==> src/rtl/multi_desel.sv <==
// -----------------------------------------------------------------------------
// multi_desel
//
// Receive-side checker for the x1/x3/x7/x8 serial product stream of the
// shift-multiply selector. A group is four consecutive words: x1, x3, x7, x8.
// The x1 word is marked by in_grant. The checker recovers the 8-bit operand
// from the x1 word. It then compares the next three words against locally
// computed shift/add products. For every completed group it reports the
// operand and a pass/fail flag.
//
// Stream handshake: the input stream has no backpressure. Every rising edge
// consumes exactly one word, and in_grant is only a framing mark. d_valid and
// sync_err are one-cycle strobes with no ready. A consumer must take d_out and
// d_err in the cycle where d_valid is high.
//
// Ports
//   clk        in   1          system clock, rising-edge state updates
//   rst        in   1          asynchronous active-low reset
//   in_grant   in   1          high on the cycle carrying the x1 word
//   in_data    in   11         product word (x1, x3, x7, x8 in sequence)
//   d_out      out  8          recovered operand, held until next completion
//   d_valid    out  1          one-cycle pulse when a group completes
//   d_err      out  1          group mismatch flag, qualified by d_valid
//   sync_err   out  1          one-cycle pulse on a framing error
//   err_cnt    out  ERR_CNT_W  saturating count of bad groups + framing errors
//   dbg_state  out  2          current FSM state (IDLE=0, P1=1, P2=2, P3=3)
// -----------------------------------------------------------------------------
module multi_desel #(
  parameter int ERR_CNT_W = 8
) (
  input  logic                 clk,
  input  logic                 rst,
  input  logic                 in_grant,
  input  logic [10:0]          in_data,
  output logic [7:0]           d_out,
  output logic                 d_valid,
  output logic                 d_err,
  output logic                 sync_err,
  output logic [ERR_CNT_W-1:0] err_cnt,
  output logic [1:0]           dbg_state
);

  // IDLE: waiting for an x1 word. P1/P2/P3: expecting the x3/x7/x8 word.
  typedef enum logic [1:0] {
    IDLE = 2'd0,
    P1   = 2'd1,
    P2   = 2'd2,
    P3   = 2'd3
  } state_e;

  localparam logic [ERR_CNT_W-1:0] ERR_CNT_MAX = {ERR_CNT_W{1'b1}};

  state_e               state_q, state_d;
  logic [7:0]           base_q, base_d;
  logic                 mismatch_q, mismatch_d;
  logic [7:0]           d_out_q, d_out_d;
  logic                 d_valid_q, d_valid_d;
  logic                 d_err_q, d_err_d;
  logic                 sync_err_q, sync_err_d;
  logic [ERR_CNT_W-1:0] err_cnt_q, err_cnt_d;

  // Reference products, all at 11 bits. 255*8 = 2040 fits, so none of them
  // wraps. The x7 term is formed as x8 - x1, the same way the sender builds it.
  logic [10:0] prod_x1;
  logic [10:0] prod_x2;
  logic [10:0] prod_x3;
  logic [10:0] prod_x8;
  logic [10:0] prod_x7;

  assign prod_x1 = {3'b000, base_q};
  assign prod_x2 = {2'b00, base_q, 1'b0};
  assign prod_x3 = prod_x2 + prod_x1;
  assign prod_x8 = {base_q, 3'b000};
  assign prod_x7 = prod_x8 - prod_x1;

  // Mismatch verdicts for the word currently on in_data, one per position.
  logic miss_x3;
  logic miss_x7;
  logic miss_x8;

  assign miss_x3 = (in_data != prod_x3);
  assign miss_x7 = (in_data != prod_x7);
  assign miss_x8 = (in_data != prod_x8);

  // Single increment request per edge. A framing error and a group completion
  // cannot occur on the same edge, because completion needs in_grant low.
  logic err_inc;

  // ---------------------------------------------------------------------------
  // Next-state and output logic
  // ---------------------------------------------------------------------------
  always_comb begin
    state_d    = state_q;
    base_d     = base_q;
    mismatch_d = mismatch_q;
    d_out_d    = d_out_q;
    d_valid_d  = 1'b0;
    d_err_d    = 1'b0;
    sync_err_d = 1'b0;
    err_inc    = 1'b0;

    if (in_grant) begin
      // A grant outside IDLE means the previous group was cut short. That
      // group is dropped silently. The error is carried by sync_err and
      // err_cnt, and this word restarts framing as a fresh x1 word.
      if (state_q != IDLE) begin
        sync_err_d = 1'b1;
        err_inc    = 1'b1;
      end
      base_d     = in_data[7:0];
      // An x1 word of an 8-bit operand must have clear upper bits.
      mismatch_d = (in_data[10:8] != 3'b000);
      state_d    = P1;
    end else begin
      unique case (state_q)
        IDLE: begin
          state_d = IDLE;
        end
        P1: begin
          mismatch_d = mismatch_q | miss_x3;
          state_d    = P2;
        end
        P2: begin
          mismatch_d = mismatch_q | miss_x7;
          state_d    = P3;
        end
        P3: begin
          d_out_d    = base_q;
          d_valid_d  = 1'b1;
          d_err_d    = mismatch_q | miss_x8;
          err_inc    = mismatch_q | miss_x8;
          mismatch_d = 1'b0;
          state_d    = IDLE;
        end
        default: begin
          state_d = IDLE;
        end
      endcase
    end

    // Saturating error counter. It holds at all-ones and never wraps.
    err_cnt_d = err_cnt_q;
    if (err_inc && (err_cnt_q != ERR_CNT_MAX)) begin
      err_cnt_d = err_cnt_q + 1'b1;
    end
  end

  // ---------------------------------------------------------------------------
  // State registers
  // ---------------------------------------------------------------------------
  always_ff @(posedge clk or negedge rst) begin
    if (!rst) begin
      state_q    <= IDLE;
      base_q     <= 8'd0;
      mismatch_q <= 1'b0;
      d_out_q    <= 8'd0;
      d_valid_q  <= 1'b0;
      d_err_q    <= 1'b0;
      sync_err_q <= 1'b0;
      err_cnt_q  <= '0;
    end else begin
      state_q    <= state_d;
      base_q     <= base_d;
      mismatch_q <= mismatch_d;
      d_out_q    <= d_out_d;
      d_valid_q  <= d_valid_d;
      d_err_q    <= d_err_d;
      sync_err_q <= sync_err_d;
      err_cnt_q  <= err_cnt_d;
    end
  end

  assign d_out     = d_out_q;
  assign d_valid   = d_valid_q;
  assign d_err     = d_err_q;
  assign sync_err  = sync_err_q;
  assign err_cnt   = err_cnt_q;
  assign dbg_state = state_q;

endmodule

==> config.mk <==
export PLATFORM = sky130hd
export DESIGN_NAME = multi_desel
export DESIGN_NICKNAME = d
export VERILOG_FILES = /design/src/rtl/multi_desel.sv
export SDC_FILE = /design/constraint.sdc
export NUM_CORES = 1
export LEC_CHECK = 0
export CAP_MARGIN = 20
export CORE_MARGIN = 4
export CORE_UTILIZATION = 49
export CTS_CLUSTER_SIZE = 24
export DETAILED_ROUTE_END_ITERATION = 16
export MAX_ROUTING_LAYER = met4
export PLACE_DENSITY_LB_ADDON = 0.12
export SYNTH_ARGS = -nofsm -noshare
export SYNTH_HDL_FRONTEND = slang
export SYNTH_SLANG_ARGS = --single-unit
==> constraint.sdc <==
create_clock -name clk -period 2.25 [get_ports clk]
set_input_delay 0.225 -clock clk [delete_from_list [all_inputs] [get_ports clk]]
set_output_delay 0.225 -clock clk [all_outputs]
set_load 0.05 [all_outputs]
==> parameters.txt, run 1 <==
Parameter                              Value

Detailed routing
  Drt drc    0
  Vias after detailed routing    2,180
  Remaining antenna violation count    0
  Routed length per placed instance    15.9 um
  Iter 0 DRT Violations    116
  Via-per-instance ratio    5.42
  First-pass detailed-route iteration total    4
  Detailed Route WL    6400 um

Floorplanning
  Core outline area    0.00441 sq mm
  Width of the chip    75.8 um
  Boundary pin count    35
  Starting density of the core    51.0%
  Die Height    75.8 um
  Area of the die    0.00574 sq mm
  # rows    24

Synthesis
  Complex-gate fraction of the synthesized area    18.3%
  Leading register cell type out of synthesis    dfrtp_1
  Number of instances in the synthesized netlist    247
  Register bit total from synthesis    30
  Share of async-settable or async-resettable flops after synthesis    100%
  Mux share of post-synthesis cell area    1.83%
  XOR/XNOR Fraction of Synth Area    13.8%
  Post-Synthesis Net Count    283
  Unique cell type count in the Yosys netlist    46
  Summed instance area of the synthesized netlist    0.00225 sq mm
  Synthesized-area fraction occupied by and/or/nand/nor cells    16.5%
  Cell types with the largest area share after synthesis    dfrtp_1 33%, ha_1 12%, xnor2_1 11%
  Dominant combinational cell family by area after synthesis    compound AO/OA/AOI/OAI gates
  Cell type with the largest total area after synthesis    dfrtp_1
  Fraction of the yosys area taken by sequential cells    33.3%
  Portion of synthesized cell area occupied by the leading cell type    33.3%
  Total number of yosys warnings    0
  Synthesized-area fraction occupied by adder cells    12.6%
  Number of synthesized flops with an enable pin    0
  Post-synthesis average cell area    9.12 sq um

Timing
  Post-layout worst setup margin    -116 ps
  Worst setup skew after layout    5.09 ps
  Slew at the pin with the worst max-slew slack    509 ps
  Number of endpoints with negative hold slack in the final report    0
  Final number of max-transition violations    0
  Final period utilization    105%
  Top achievable clock speed    423 MHz
  Final count of negative-setup-slack endpoints    1
  Max transition margin    65.9%
  Unrepaired setup endpoints after global routing    true
  Final min period    2370 ps

Power and ir drop
  Standby leakage power    0.00152 uW
  Clock network power share    15.1%
  Power dissipated by switching net loads    1190 uW
  Internal power summed over all cells    1530 uW
  Highest ir drop seen on vdd    0.000916 V
  Power density over cell area    808 mW/mm^2
  Switching Share    43.7%
  Combinational power share    56.0%
  Relative contribution of sequential cells to total power    28.9%

Clock tree
  CTS buffer count    5
  Hold Buf Count CTS    0
  H-tree level count    2
  TritonCTS clock tree    done
  Insertion delay to the later sink of the worst-skew pair    270 ps
  Clock sink count    30
  Buffer type at the clock tree root    clkbuf_8
  Worst-path clk slew    70 ps
  Max Buffers Root-to-Sink    2

Global routing
  Global-route wire length before repair    10,000 um
  Leftover overflow at the end of global routing    0
  Number of antenna violations at the first check in global routing    0
  Vias in the first global route    2,132
  Total global routing track utilization    24.0%
  Maximum number of pins on one net before global-route repair    31

Setup path
  Cells traversed along the worst timing path    inv_4 -> buf_6 -> fa_1 -> nor2_1 -> a21oi_1 -> xor2_1 -> nand4_1 -> a21oi_2 -> nor4bb_2 -> a41oi_1
  Kind of critical path    reg -> reg
  Biggest cell delay along the critical path    520 ps
  Slowest CP cell    fa_1
  Critical path data arrival time    2510 ps
  Required time of the critical path    2390 ps
  Capturing element type of the critical path    flip-flop
  Sort of element at the start of the critical path    flip-flop
  Critical Path Fanout Max    5

Finish
  Layout-stage area growth over the synthesis result    49.3%
  Final instance area    0.00336 sq mm
  Nets@finish    385
  Filler cell count in the final layout    324
  Most common cell after layout, fill and taps aside    buf_4
  Ratio of cells with drive above 1 in the final layout    29.4%
  Antenna Diode Count    0
  Highest-count cells in the layout ignoring fill and taps    66 x buf_4, 34 x clkdlybuf4s50_1, 27 x xnor2_1
  Final Util    76.2%

Placed design
  Total of buffers placed on input and output ports    34
  Standard cell area after detailed placement    0.00310 sq mm
  HPWL after detailed placement    4970 um
  Placer Congestion    0.948

Run status
  Status    finished with violations
  Violated checks    negative setup slack

Worst hold path
  Tightest Hold Check Type    in -> async

Flow run
  Number of violations of the max-capacitance limit    0
[final cells by class]
cell class / instances / area (sq um) / area share [%]
Multi-Input combinational cell: 196 / 1550 / 46.2
Inverter: 15 / 58.8 / 1.75
Tap cell: 52 / 65.1 / 1.93
Timing Repair Buffer: 101 / 847 / 25.2
Sequential cell: 30 / 757 / 22.5
Clock buffer: 6 / 72.6 / 2.16
Clock inverter: 2 / 10.0 / 0.298
[repair_timing]
action | 4_1_cts | 5_1_grt
endpoints found under the setup margin | 1 | 2
resized for setup | 5 | 25
setup buffers | 2 | 3
pin swaps | 5 | 11
gates cloned | 0 | 0
[critical path, delay by kind of cell, from the launching register on]
| kind | cells | cell delay, ps |
|---|---|---|
| adders and majority gates | 1 | 520 |
| DFF | 1 | 440 |
| and+or+nand+nor | 3 | 410 |
| AOI/OAI and AO/OA | 3 | 410 |
| xor gates and xnor gates | 1 | 250 |
| buffers and inverters | 2 | 200 |
[through the flow]
stage          setup slack, ps  total power (uW)  hold slack (ps)  TNS [ps]  cells
5_1_grt                   -219              2870              359      -219    402
3_3_place_gp              -240              2200              460      -240    389
2_1_floorplan            -5.68              1660            -70.6     -5.68    247
3_5_place_dp              -195              2230              469      -195    389
4_1_cts                  -88.0              2660              341     -88.0    399
6_report                  -116              2720              326      -116    402
[registers in the layout, summed over array words and instances (netlist names)]
signal      flops
base_q          8
d_err           1
d_out           8
d_valid         1
dbg_state       2
err_cnt         8
mismatch_q      1
sync_err        1
[logic make-up after synthesis]
logic type               count (synthesis)
flip-flops                              30
AO/OA/AOI/OAI                           66
multiplexers                             4
XOR/XNOR                                34
adder cells (fa/ha/maj)                 22
AND/OR/NAND/NOR                         70
buffers and inverters                   21
[power groups by stage]
stage	Sequential (uW)	Clock [uW]	Combinational, uW
after CTS	782	416	1460
after floorplan	1160	0	498
final	785	410	1520
after global routing	805	439	1620
after detailed placement	789	0	1440
after global placement	784	0	1420
[metal layers]
metal	vias up	global-route usage (%)	part of all wire, %
li1	1083	-	-
met1	1031	30.0	45
met2	51	39.7	48
met3	15	4.35	4.8
met4	0	6.80	2.1
met5	-	-	0
[cell usage after synthesis (2+ instances only)]
library cell and n:
inv_1 14, nor2_1 6, nor2b_1 6, buf_2 2, nand4b_1 3, nand4_1 5, nand3_1 5, xnor2_1 27
or3_1 2, a32oi_1 3, a2111oi_0 2, o31ai_1 2, and3_1 2, a21oi_1 13, nand2b_1 7, o21a_1 2
a21o_1 3, clkbuf_1 4, a211o_1 3, o22ai_1 2, and2_1 3, mux2i_1 3, ha_1 21, nand2_1 25
o21ai_0 27, dfrtp_1 30, xor2_1 6
[worst paths after layout]
check / startpoint / to / slack (ps) / cells after the start
setup / recovery: base_q[1] / mismatch_q / -120 / 10
hold / removal: rst / err_cnt[4] / 330 / 2
setup reg to reg: base_q[1] / mismatch_q / -120 / 10
hold reg to reg: d_out[7] / d_out[7] / 480 / 2
max in group asynchronous: rst / base_q[2] / 1620 / 2
min in group clk: d_out[7] / d_out[7] / 480 / 2
Note: power is estimated with default switching activity, not from simulation.
==> run 2: changes to the inputs <==
CORE_MARGIN = 5   (was 4)
HOLD_SLACK_MARGIN = 0.06   (was unset)
==> parameters.txt, run 2 (same netlist as run 1, synthesis figures left out) <==
Parameter                              Value

Placed design
  HPWL after detailed placement    4850 um
  Placed cell count    389
  Total of buffers placed on input and output ports    34
  Placer Congestion    0.953

Clock tree
  Buffer type at the clock tree root    clkbuf_8
  Worst-path clk slew    60 ps
  TritonCTS clock tree    done
  Clock sink count    30
  Insertion delay to the later sink of the worst-skew pair    280 ps
  CTS buffer count    5
  Max Buffers Root-to-Sink    2
  H-tree level count    2

Finish
  Ratio of cells with drive above 1 in the final layout    30.5%
  Highest-count cells in the layout ignoring fill and taps    67 x buf_4, 34 x clkdlybuf4s50_1, 27 x xnor2_1
  Layout-stage area growth over the synthesis result    52.2%
  Nets@finish    389
  Antenna Diode Count    0
  Filler cell count in the final layout    309
  Most common cell after layout, fill and taps aside    buf_4
  Filler-free cell count of the finished design    406

Timing
  Post-layout worst setup margin    -80.6 ps
  Final min period    2330 ps
  Number of endpoints with negative hold slack in the final report    0
  Slew at the pin with the worst max-slew slack    511 ps
  Final count of negative-setup-slack endpoints    1
  Final period utilization    104%
  Final number of max-transition violations    0
  Top achievable clock speed    429 MHz
  Worst setup skew after layout    3.46 ps
  Max transition margin    65.8%
  Worst-case hold slack    345 ps
  Unrepaired setup endpoints after global routing    true

Run status
  Violated checks    negative setup slack
  Status    finished with violations

Detailed routing
  Vias after detailed routing    2,198
  First-pass detailed-route iteration total    4
  Detailed Route WL    6430 um
  Iter 0 DRT Violations    122
  Via-per-instance ratio    5.41
  Routed length per placed instance    15.8 um
  Drt drc    0
  Remaining antenna violation count    0

Floorplanning
  Starting density of the core    51.0%
  Area of the die    0.00605 sq mm
  Core outline area    0.00441 sq mm
  Width of the chip    77.8 um
  # rows    24
  Boundary pin count    35
  Die Height    77.8 um

Power and ir drop
  Power density over cell area    824 mW/mm^2
  Switching Share    42.0%
  Highest ir drop seen on vdd    0.000910 V
  Combinational power share    54.4%
  Power dissipated by switching net loads    1190 uW
  Internal power summed over all cells    1640 uW
  Clock network power share    18.0%
  Standby leakage power    0.00155 uW
  Relative contribution of sequential cells to total power    27.7%

Setup path
  Biggest cell delay along the critical path    480 ps
  Required time of the critical path    2390 ps
  Capturing element type of the critical path    flip-flop
  Sort of element at the start of the critical path    flip-flop
  Critical Path Fanout Max    4
  Critical path data arrival time    2470 ps
  Kind of critical path    reg -> reg
  Cells traversed along the worst timing path    inv_4 -> ha_4 -> a21o_1 -> a211o_1 -> a32oi_1 -> xor2_1 -> o221ai_2 -> nor4bb_2 -> a41oi_1
  Crit path buffers/inverters    1
  Critical path's top delay family    compound AO/OA/AOI/OAI gates
  Slowest CP cell    dfrtp_2

Global routing
  Global-route wire length before repair    10,700 um
  Number of antenna violations at the first check in global routing    0
  Total global routing track utilization    22.4%
  Maximum number of pins on one net before global-route repair    31
  Vias in the first global route    2,174
  Leftover overflow at the end of global routing    0

Worst hold path
  Tightest Hold Check Type    in -> async

Flow run
  Number of violations of the max-capacitance limit    0
[run 2: worst register-to-register path, cell delays in order (launching register included)]
cell and delay [ps]:
dfrtp_2 480, inv_4 110, ha_4 210, a21o_1 180
a211o_1 280, a32oi_1 200, xor2_1 210, o221ai_2 120
nor4bb_2 270, a41oi_1 140
[run 2: routing by layer]
metal	vias up	share of wire (%)	track usage, %
met2	65	48	36.1
met1	1018	44	29.3
met5	-	0	-
met3	14	5.5	4.05
met4	0	2.3	5.33
li1	1101	-	-
[run 2: final timing paths]
kind	endpoint	depth (start not counted)	from	slack, ps
hold reg to reg	d_out[2]	2	d_out[2]	480
setup / recovery	mismatch_q	9	base_q[1]	-80
max in group asynchronous	dbg_state[1]	2	rst	1610
min in group clk	d_out[2]	2	d_out[2]	480
setup reg to reg	mismatch_q	9	base_q[1]	-80
hold / removal	d_out[0]	2	rst	340
[run 2: timing repair]
| item | 4_1_cts | 5_1_grt |
|---|---|---|
| endpoints found under the setup margin | 1 | 1 |
| resized for setup | 22 | 9 |
| pin swaps | 12 | 10 |
| buffers inserted | 5 | 4 |
| hold buffers | 0 | 0 |
[run 2: per-stage QoR]
stage               power, uW  instance area (sq um)  worst slack (ps)  TNS (ps)  util, %
finish                   2830                   3430             -80.6     -80.6     77.6
global route             2990                   3430              -208      -208     77.6
CTS                      2790                   3350             -78.5     -78.5     76.0
detailed placement       2220                   3100              -200      -200     70.3
global placement         2200                   3100              -286      -286     70.3
floorplan                1660                   2260             -5.68     -5.68        -
[run 2: final cells by class]
type / instances / area, sq um / share of cell area, %
clock buffer: 8 / 110 / 3.21
inverter: 15 / 58.8 / 1.72
multi-input combinational: 196 / 1550 / 45.1
sequential: 30 / 758 / 22.1
tap: 52 / 65.1 / 1.90
timing repair buffer: 105 / 888 / 25.9
[run 2: power by group through the flow]
stage	sequential, uW	combinational, uW	clock [uW]
finish	782	1540	508
global route	804	1640	542
CTS	781	1490	511
detailed placement	789	1430	0
global placement	785	1420	0
floorplan	1160	498	0
==> variant 1, RTL diff (config.mk and constraints of run 2) <==
Change the parameter `ERR_CNT_W` from 8 to 12.
--- a/src/rtl/multi_desel.sv
+++ b/src/rtl/multi_desel.sv
@@ -27,5 +27,5 @@
 // -----------------------------------------------------------------------------
 module multi_desel #(
-  parameter int ERR_CNT_W = 8
+  parameter int ERR_CNT_W = 12
 ) (
   input  logic                 clk,
Ports: changed (resized err_cnt); port bits go from 35 to 39. No check against the original RTL was run, so the function may have changed too.
==> variant 1 against run 2 <==
The flow still finishes with violations (negative setup slack); wire length rose by 11%; sequential power grew 9.6%; die area grew 10%; area after synthesis up 12%; via count is 7.6% higher; total power up 12%; design area increased by 6.2%; clock power rose by 35%; sequential cell count is 4 higher; maximum frequency decreased by 2.1%; non-clock buffer count shrank 7; worst hold slack lost 0.0038 ns; setup slack worse by 0.050 ns.
==> variant 1: results (changes against run 2) <==
| Metric | Value |
|---|---|
| Final setup TNS | -0.131 ns (was -0.0806 ns) |
| Wire length of the first global-routing pass | 11600 µm (was 10700 µm) |
| Worst Skew | 0.0136 ns (was 0.00346 ns) |
| Worst-path maximum fanout | 3 (was 4) |
| R2R cell count | 11 (was 9) |
| Critical-path top delay cell | dfrtp_1 (was dfrtp_2) |
| GRT Total Usage | 23.4% (was 22.4%) |
| Worst-path clk slew | 0.08 ns (was 0.06 ns) |
| Clk Latency, worst-skew pair | 0.30 ns (was 0.28 ns) |
| Status | complete, but fails checks (unchanged) |
| Synth Net Count | 309 (was 283) |
| Kind of cell adding the most delay to the critical path | adder cells (was compound AO/OA/AOI/OAI gates) |
| Clk pwr share | 21.7% (was 18.0%) |
| Synth area leaders | dfrtp_1, ha_1, xnor2_1 (unchanged) |
| Wire length per cell | 16.3 µm (was 15.8 µm) |
| Post-DP Area | 3380 µm² (was 3100 µm²) |
| Cells after DPL | 428 (was 389) |
| Comb pwr | 0.00162 W (was 0.00154 W) |
| Worst Setup Slack, final | -0.131 ns (was -0.0806 ns) |
| Failing checks | negative setup slack (unchanged) |
| Slew headroom | 65.9% (was 65.8%) |
| Worst stage delay on the critical path | 0.42 ns (was 0.48 ns) |
| Vias in the first global route | 2493 (was 2174) |
| Most frequent cells after synthesis | dfrtp_1, o21ai_0, nand2_1 (was dfrtp_1, o21ai_0, xnor2_1) |
| Critical path arrival | 2.56 ns (was 2.47 ns) |
| Crit path time final | 2.38 ns (was 2.33 ns) |
| Seq/Total Area, Yosys | 33.9% (was 33.3%) |
| Leakage power | 1.60 nW (was 1.55 nW) |
| DRT iter0 DRCs | 115 (was 122) |
| Setup violators final | 1 (unchanged) |
| Avg Inst Size Synth | 9.20 µm² (was 9.12 µm²) |
| Largest net degree at the start of global routing | 35 (was 31) |
| Final nets | 404 (was 389) |
variant 1: final cells by class:
class                   count  area, µm²  area share [%]
clock buffers               5       68.8            1.89
clock inverters             3       68.8            1.89
inverters                  18       67.6            1.86
multi-input cells         211       1660            45.6
flip-flops and latches     34        856            23.5
well taps                  70       87.6            2.41
repair buffers             98        831            22.8
variant 1: logic make-up (layout without fill, tap and decap cells):
logic type      count (synthesis)  in the layout  synth area share (%)
simple gates                   82             82                  18.3
compound gates                 66             66                  17.4
xor+xnor                       35             35                  12.2
flops                          34             34                  33.9
buf+inv                        28            124                  4.48
fa+ha+maj                      22             22                  11.3
mux                             6              6                  2.44
variant 1: worst register-to-register path, cell delays in order, from the launching register on:
cell and delay [ns]:
dfrtp_1 0.42, ha_2 0.22, inv_2 0.04, fa_2 0.34
nor2b_2 0.14, buf_4 0.13, o22ai_2 0.07, xor2_1 0.14
mux2i_1 0.25, xnor2_1 0.19, o311a_1 0.23, a31oi_1 0.08
variant 1: layer usage:
layer | global-route usage (%) | share of wire, % | up-vias
li1 | - | - | 1162
met1 | 26.1 | 43 | 1146
met2 | 43.1 | 52 | 48
met3 | 2.85 | 3.6 | 10
met4 | 7.81 | 1.8 | 0
met5 | - | 0 | -
variant 1: through the flow:
| step | hold slack [ns] | setup WS (ns) | total power [W] |
|---|---|---|---|
| after global placement | 0.463 | -0.143 | 0.00238 |
| after floorplan | -0.0706 | 0.00493 | 0.00181 |
| after CTS | 0.365 | -0.0782 | 0.00314 |
| after global routing | 0.375 | -0.194 | 0.00332 |
| final | 0.341 | -0.131 | 0.00316 |
| after detailed placement | 0.471 | -0.181 | 0.00241 |
variant 1: what timing repair did:
action,4_1_cts,5_1_grt
gates resized for setup,16,9
pin swaps,7,8
buffers inserted,2,1
setup endpoints to repair,1,1
==> variant 2, RTL diff (settings of run 2) <==
Without the edit above. Reset style: synchronous (`rst`), changed in one clocked block. Comments in the files are not updated.
--- a/src/rtl/multi_desel.sv
+++ b/src/rtl/multi_desel.sv
@@ -149,5 +149,5 @@
   // State registers
   // ---------------------------------------------------------------------------
-  always_ff @(posedge clk or negedge rst) begin
+  always_ff @(posedge clk) begin
     if (!rst) begin
       state_q    <= IDLE;
Function: differs if rst is asserted again (counterexample within 4 cycles, from zero or initial values and one cycle with rst low); with rst held inactive, the same outputs for 10 cycles.
==> variant 2 against run 2 <==
The flow still finishes with violations (negative setup slack); worst hold slack improved by 0.12 ns; sequential cell count unchanged; die area is 1.7% higher; sequential share of layout area is 4.0 points lower; area after synthesis up 2.0%; non-clock buffer count is 17 lower; wire length is 1.8% higher; design area fell by 0.33%; setup slack better by 0.037 ns; highest routed layer unchanged; largest cell class unchanged.
Power is not compared: it rests on default switching activity, and its combinational part moved more than twofold at a synthesized area within 25%.
==> variant 2: results (changes against run 2) <==
| Metric | Value |
|---|---|
| Synth cell types | 50 (was 46) |
| Worst Setup Slack, final | -0.0436 ns (was -0.0806 ns) |
| Most frequent cells after synthesis | dfxtp_1, nand2_1, ha_1 (was dfrtp_1, o21ai_0, xnor2_1) |
| Clock H-tree levels | 2 (unchanged) |
| CP startpoint | base_q[2] (was base_q[1]) |
| Final nets | 396 (was 389) |
| Synth area leaders | dfxtp_1, ha_1, xnor2_1 (was dfrtp_1, ha_1, xnor2_1) |
| Worst Max-Slew Pin Slew | 0.566 ns (was 0.511 ns) |
| Largest net degree at the start of global routing | 16 (was 31) |
| Hold Crit Class | flip-flop to flip-flop (was primary input to async pin) |
| Critical-path top delay cell | dfxtp_4 (was dfrtp_2) |
| Final RePlAce weighted congestion | 0.914 (was 0.953) |
| Critical path arrival | 2.45 ns (was 2.47 ns) |
| Failing checks | negative setup slack (unchanged) |
| Routed wire length | 6550 µm (was 6430 µm) |
| Status | complete, but fails checks (unchanged) |
| XOR/XNOR Fraction of Synth Area | 9.91% (was 13.8%) |
| Setup violators final | 1 (unchanged) |
| Share of cells above drive strength 1 | 29.4% (was 30.5%) |
| Worst stage delay on the critical path | 0.37 ns (was 0.48 ns) |
| Port bufs | 34 (unchanged) |
| Clk root buf | clkbuf_8 (unchanged) |
| Top_reg_cell synth | dfxtp_1 (was dfrtp_1) |
| Final setup TNS | -0.0436 ns (was -0.0806 ns) |
| Adder-Cell Fraction of Synth Area | 12.3% (was 12.6%) |
| Synth Net Count | 312 (was 283) |
| Ys async rst share | 0% (was 100%) |
| R2R cell count | 10 (was 9) |
| Worst-path maximum fanout | 5 (was 4) |
| Seq/Total Area, Yosys | 26.1% (was 33.3%) |
| Synth warnings | 0 (unchanged) |
| Multiplexer share of the synthesized area | 6.10% (was 1.83%) |
| Complex-gate fraction of the synthesized area | 19.3% (was 18.3%) |
| Worst Skew | 0.00492 ns (was 0.00346 ns) |
| Filler Cells Inserted | 365 (was 309) |
| DP Wirelength | 4970 µm (was 4850 µm) |
| Wire length of the first global-routing pass | 10700 µm (about the same) |
| Vias in the first global route | 2322 (was 2174) |
| Reg2Reg Capture Point | mismatch_q (unchanged) |
| Vias per std cell | 5.41 (about the same) |
| GRT Total Usage | 22.8% (was 22.4%) |
| EDFF count, synth | 0 (unchanged) |
## variant 2: cell types whose count changed after synthesis, sizes merged, moves of 10 or more
cell and change:
a21boi +12, dfrtp -30, dfxtp +30, mux2i +11, o21ai -23, xnor2 -10
## variant 2: logic make-up after synthesis
kind of cell | after synthesis
compound gates | 62
mux | 14
flops | 30
buf+inv | 27
simple gates | 95
xor+xnor | 26
fa+ha+maj | 22
## variant 2: timing repair
action                     4_1_cts  5_1_grt
setup buffers                    0        4
cloned                           0        0
resized for setup               29       16
setup endpoints to repair        1        1
pin swaps                        7       18
## variant 2: final cells by class
cell class                 instances  area [µm²]  share of cell area (%)
clock buffer                       7        86.3                    2.53
multi-input combinational        219        1810                    53.0
clock inverter                     1        5.00                   0.147
sequential                        30         619                    18.1
tap                               54        67.6                    1.98
timing repair buffer              88         766                    22.4
inverter                          16        60.1                    1.76
## variant 2: where the power goes
part | internal, W | switching, W | leakage [nW] | total (W)
sequential | 0.000546 | 0.0000168 | 0.248 | 0.000562
combinational | 0.000274 | 0.000268 | 1.12 | 0.000542
clock | 0.000246 | 0.000206 | 0.0482 | 0.000452
total | 0.00107 | 0.000491 | 1.41 | 0.00156
## variant 2: worst min path at each step
stage | slack, ns | to | startpoint
floorplan | 0.39 | base_q[5] | in_data[5]
global placement | 0.45 | d_out[7] | d_out[7]
detailed placement | 0.46 | d_out[6] | d_out[6]
CTS | 0.47 | d_out[6] | d_out[6]
global route | 0.49 | d_out[3] | d_out[3]
finish | 0.46 | d_out[6] | d_out[6]
## variant 2: critical path, delay by kind of cell, from the launching register on
kind,cells,cell delay (ns)
AO/OA/AOI/OAI,5,0.94
XOR/XNOR,1,0.17
adder cells (fa/ha/maj),1,0.23
buffers and inverters,2,0.29
flip-flops,1,0.37
AND/OR/NAND/NOR,1,0.16
## variant 2: per-stage QoR
stage	hold WS, ns	util (%)	setup WS, ns	instances	instance area [µm²]
after detailed placement	0.458	66.1	-0.199	404	3060
after floorplan	0.393	-	0.00147	276	2320
final	0.464	73.8	-0.0436	415	3420
after global routing	0.492	73.8	-0.138	415	3420
after CTS	0.467	71.2	0.00152	412	3300
after global placement	0.454	66.1	-0.131	404	3060
## variant 2: layer usage
layer  wire [µm]  part of all wire, %  track usage, %  up-vias
met3         164                  2.5            3.21       12
met4         196                  3.0            12.4        0
li1            -                    -               -     1145
met5           0                    0               -        -
met1        2930                   45            26.8     1045
met2        3260                   50            37.7       43
